**src/rtl/rr_req_gnt_arbiter.sv**
```systemverilog
// rr_req_gnt_arbiter: N-way round-robin arbiter with a registered one-hot grant and a registered grant index.
// Define ARB_HOLD_LIMIT_EN to force rotation after MAX_HOLD cycles when others wait; this also enables the preempt pulse.
module rr_req_gnt_arbiter #(
   parameter  int N_REQ    = 4,
   parameter  int MAX_HOLD = 8,
   localparam int IDW      = (N_REQ > 1) ? $clog2(N_REQ) : 1
) (
   input  logic             clk,
   input  logic             rst_n,
   input  logic [N_REQ-1:0] req,
   output logic [N_REQ-1:0] gnt,
   output logic             gnt_valid,
   output logic [IDW-1:0]   gnt_id,
   output logic             preempt
);

   typedef enum logic {IDLE = 1'b0, GRANT = 1'b1} state_e;

   state_e             state_q, state_d;
   logic [IDW-1:0]     ptr_q, ptr_d;
   logic [N_REQ-1:0]   gnt_q, gnt_d;
   logic               gnt_valid_q;
   logic [IDW-1:0]     gnt_id_q, gnt_id_d;
   logic               others_s;
   logic [IDW-1:0]     after_owner_s;
`ifdef ARB_HOLD_LIMIT_EN
   localparam int HCW = $clog2(MAX_HOLD + 1);
   logic [HCW-1:0]     hold_q, hold_d;
   logic               preempt_q, preempt_d;
`endif

   function automatic logic [IDW-1:0] inc_id(input logic [IDW-1:0] id);
      if (int'(id) >= N_REQ - 1) begin
         return '0;
      end else begin
         return IDW'(int'(id) + 1);
      end
   endfunction

   // First requester at or after p, wrapping; scanned downwards so the nearest one wins.
   function automatic logic [IDW-1:0] pick(input logic [N_REQ-1:0] r, input logic [IDW-1:0] p);
      int             idx;
      logic [IDW-1:0] res;
      res = '0;
      for (int k = N_REQ - 1; k >= 0; k--) begin
         idx = int'(p) + k;
         if (idx >= N_REQ) begin
            idx = idx - N_REQ;
         end else begin
            idx = idx;
         end
         if (r[idx]) begin
            res = IDW'(idx);
         end else begin
            res = res;
         end
      end
      return res;
   endfunction

   function automatic logic [N_REQ-1:0] onehot(input logic [IDW-1:0] id);
      logic [N_REQ-1:0] v;
      v     = '0;
      v[id] = 1'b1;
      return v;
   endfunction

   // Next-state and next-output logic.
   always_comb begin
      state_d       = state_q;
      ptr_d         = ptr_q;
      gnt_d         = gnt_q;
      gnt_id_d      = gnt_id_q;
      others_s      = |(req & ~gnt_q);
      after_owner_s = inc_id(gnt_id_q);
`ifdef ARB_HOLD_LIMIT_EN
      hold_d        = hold_q;
      preempt_d     = 1'b0;
`endif
      case (state_q)
         IDLE: begin
            if (|req) begin
               gnt_id_d = pick(req, ptr_q);
               gnt_d    = onehot(gnt_id_d);
               state_d  = GRANT;
`ifdef ARB_HOLD_LIMIT_EN
               hold_d   = HCW'(1);
`endif
            end else begin
               gnt_d    = '0;
            end
         end
         GRANT: begin
            if (!req[gnt_id_q]) begin
               ptr_d = after_owner_s;
               if (|req) begin
                  gnt_id_d = pick(req, after_owner_s);
                  gnt_d    = onehot(gnt_id_d);
`ifdef ARB_HOLD_LIMIT_EN
                  hold_d   = HCW'(1);
`endif
               end else begin
                  gnt_d    = '0;
                  state_d  = IDLE;
               end
            end
`ifdef ARB_HOLD_LIMIT_EN
            else if ((hold_q == HCW'(MAX_HOLD)) && others_s) begin
               ptr_d     = after_owner_s;
               gnt_id_d  = pick(req, after_owner_s);
               gnt_d     = onehot(gnt_id_d);
               hold_d    = HCW'(1);
               preempt_d = 1'b1;
            end
`endif
            else begin
`ifdef ARB_HOLD_LIMIT_EN
               // Saturate so a long sole owner never wraps back below the limit.
               if (hold_q != HCW'(MAX_HOLD)) begin
                  hold_d = hold_q + HCW'(1);
               end else begin
                  hold_d = hold_q;
               end
`else
               gnt_d = gnt_q;
`endif
            end
         end
         default: begin
            state_d = IDLE;
            gnt_d   = '0;
         end
      endcase
   end

   // State and registered outputs.
   always_ff @(posedge clk or negedge rst_n) begin
      if (!rst_n) begin
         state_q     <= IDLE;
         ptr_q       <= '0;
         gnt_q       <= '0;
         gnt_valid_q <= 1'b0;
         gnt_id_q    <= '0;
`ifdef ARB_HOLD_LIMIT_EN
         hold_q      <= '0;
         preempt_q   <= 1'b0;
`endif
      end else begin
         state_q     <= state_d;
         ptr_q       <= ptr_d;
         gnt_q       <= gnt_d;
         gnt_valid_q <= |gnt_d;
         gnt_id_q    <= gnt_id_d;
`ifdef ARB_HOLD_LIMIT_EN
         hold_q      <= hold_d;
         preempt_q   <= preempt_d;
`endif
      end
   end

   assign gnt       = gnt_q;
   assign gnt_valid = gnt_valid_q;
   assign gnt_id    = gnt_id_q;
`ifdef ARB_HOLD_LIMIT_EN
   assign preempt   = preempt_q;
`else
   assign preempt   = 1'b0;
`endif

endmodule

```
**config.mk**
```make
export PLATFORM = sky130hd
export DESIGN_NAME = rr_req_gnt_arbiter
export DESIGN_NICKNAME = d
export VERILOG_FILES = /design/src/rtl/rr_req_gnt_arbiter.sv
export SDC_FILE = /design/constraint.sdc
export NUM_CORES = 1
export LEC_CHECK = 0
export BUFFER_PORTS_ARGS = -buffer_cell sky130_fd_sc_hd__buf_2
export CAP_MARGIN = 20
export CORE_MARGIN = 4
export CORE_UTILIZATION = 59
export CTS_CLUSTER_SIZE = 16
export DETAILED_ROUTE_END_ITERATION = 16
export GPL_TIMING_DRIVEN = 0
export PLACE_DENSITY = 0.85
export SKIP_CTS_REPAIR_TIMING = 1
export SLEW_MARGIN = 20
export SYNTH_ARGS = -nofsm -noshare
export SYNTH_HDL_FRONTEND = slang
export SYNTH_SLANG_ARGS = --single-unit
```
**constraint.sdc**
```tcl
create_clock -name clk -period 3.46 [get_ports clk]
set_input_delay 0.692 -clock clk [delete_from_list [all_inputs] [get_ports clk]]
set_output_delay 0.692 -clock clk [all_outputs]
set_load 0.03 [all_outputs]
```
==> metrics.txt <==
status=finished clean; routed wire length=2.13 mm; endpoints failing hold=0; Startpoint Class=flop; Metal-1 WL=933 microns; # rows=13; worst min-delay path category=input port to asynchronous set/reset pin; ANT nets after route=0; ys flop type=dfrtp_1; Slew headroom=56.8%; top post-synthesis cells by area=dfrtp_1 27%, mux4_2 7.4%, a21oi_1 4.4%; HPWL Detailed=1.57 mm; DR WL/cell=16.0 microns; vias in the first global route=819; CTS Buf Count=3; Total Neg Setup Slack=0 ns; mux contribution to synthesized area=14.4%; Global Route Usage Sum=22.0%; Port Buffers=11; Switching Fraction=49.8%; Post-route DRC=0; final worst path period share=75.4%; Net Switching=474 uW; highest routed layer=met4; grt ovf=0; metal2 WL=992 microns; Worst path max stage delay=0.38 ns; Max Root-Sink Buffers=2; Worst EP required=3.60 ns; Setup Crit Path Kind=flop to flop; vias=881; cell area after synthesis=918 sq um; global-route wire length before repair=3.52 mm; initial antenna violation count=0; Final setup viols=0; # H-tree levels=1; Sequential Power Share=21.1%; post-synthesis compound-gate area fraction=26.8%; Die Footprint=2250 sq um; fmax=383 MHz; synth warn=0; CP endpoint kind=flop; most instantiated cells after synthesis=10 x dfrtp_1, 8 x a21oi_1, 7 x nand2_1, 6 x clkbuf_1, 6 x o21ai_1; CTS tree=done; synth unique cells=42; crit path time final=2.61 ns; Critical Path AT=2.75 ns; Synth Instances=104; io pins=14; Slew Viols, Final=0; Comb power frac=71.2%; Yosys top cell by area=dfrtp_1; Final nets=128; first-pass iteration count of the detailed router=4; PwrDens=939 nW/um^2; combinational family with the most area after synthesis=compound AO/OA/AOI/OAI gates; syn nets=112; number of synthesized flops with an enable pin=0; clk root buf=clkbuf_4; Reg clk slew, reported paths=0.06 ns; slowest CP cell=mux4_2; DR iter-0 viols=44; post-synthesis xor/xnor area fraction=0%; Pwr Total=953 uW; worst-path fanout max=10; most common cell in the netlist=dfrtp_1; VDD IR max=0.459 mV; DR WL met3=176 microns; Worst Skew=0.00245 ns; Initial Utilization=66.4%; clock network fraction of design power=7.7%; share of the synthesized area in the top cell type=27.2%; Synth Area in Adders=2.72%; max_cap viols=0; Die W=47.5 microns; FF+latch count, synth=10; largest net degree at the start of global routing=11; RSZ-0062 raised after global routing=no; Die H=47.5 microns; Antenna Cells=0; layout cell share with drive strength beyond 1=27.1%; gpl congestion=0.799; vias per std cell=6.62; cells along the critical path=buf_2, buf_4, inv_1, ha_1, clkbuf_1, mux4_2, nor4_2, a21oi_4, a31o_1; area of the core=1380 sq um; worst-skew pair later-pin latency=0.26 ns; Post-Synth Simple-Gate Area=20.4%; Worst Tran Pin Value=0.638 ns; Syn Area/Cell=8.83 sq um; leakage power=0.450 nW; Post-synth ARST share=100%; Int Pwr=479 uW; sequential area share after synthesis=27.2%; P&R area growth vs syn=10.5%; CTS sink cnt=10
==> per-layer routing <==
metal / track usage (%) / vias up
li1: - / 421
met1: 29.2 / 411
met2: 35.6 / 43
met3: 6.02 / 6
met4: 5.52 / 0
met5: 0 / -
==> flip-flops by register name, indices dropped and copies added, names as in the netlist <==
register / count
gnt: 4
gnt_id: 2
gnt_valid: 1
ptr_q: 2
state_q: 1
==> worst paths after layout <==
path	cells after the start	slack, ns	to	start
worst max-delay path	9	0.85	gnt[0]	gnt_id[0]
worst min-delay path	1	0.29	gnt_id[0]	rst_n
worst max register to register	9	0.85	gnt[0]	gnt_id[0]
worst min register to register	1	0.53	ptr_q[0]	ptr_q[0]
max in group asynchronous	1	2.98	gnt[0]	rst_n
min in group clk	1	0.53	ptr_q[0]	ptr_q[0]
==> placed cells by master (no fill, tap or decap), drive strengths merged, types with 2 or more instances in the layout <==
master   n
nor3     3
a21oi    9
nor4     3
clkbuf   9
o21ai   10
nand2    7
inv      5
and3     3
mux2     4
buf     15
nand3    2
a22oi    2
dfrtp   10
a31o     3
or3      3
o31a     2
nand2b   2
ha       2
o31ai    3
nor2     5
mux2i    2
mux4     3
==> layout make-up <==
cell class,instances,area [sq um]
Fill cell,102,368
Buffer,10,53.8
Tap cell,15,18.8
Sequential cell,10,250
Timing Repair Buffer,11,55.1
Multi-Input combinational cell,79,596
Clock buffer,3,22.5
Inverter,5,18.8
==> power by group through the flow <==
stage / logic (mW) / registers (mW) / clock network (mW)
2_1_floorplan: 0.476 / 0.259 / 0
3_3_place_gp: 0.654 / 0.199 / 0
3_5_place_dp: 0.668 / 0.201 / 0
4_1_cts: 0.672 / 0.200 / 0.0745
5_1_grt: 0.742 / 0.206 / 0.0793
6_report: 0.678 / 0.201 / 0.0731
==> stage by stage <==
stage | setup WS (ns) | utilization [%] | instance area (sq um) | hold WS, ns | std cells
floorplan | 0.917 | - | 918 | 0.396 | 104
global route | 0.672 | 73.4 | 1010 | 0.294 | 133
CTS | 0.862 | 73.4 | 1010 | 0.286 | 133
detailed placement | 0.875 | 71.8 | 992 | 0.515 | 130
finish | 0.852 | 73.4 | 1010 | 0.287 | 133
global placement | 0.912 | 71.8 | 992 | 0.511 | 130
==> cells by family after synthesis <==
group           after synthesis
mux                           9
compound gates               35
other cells                   1
flops                        10
buf+inv                      15
simple gates                 32
fa+ha+maj                     2
==> critical path, delay by kind of cell (launching register included) <==
family	cells	cell delay, ns
buffers and inverters	4	0.82
and+or+nand+nor	1	0.25
DFF	1	0.36
adders and majority gates	1	0.31
muxes	1	0.38
AOI/OAI and AO/OA	2	0.37
Note: power is estimated with default switching activity, not from simulation.
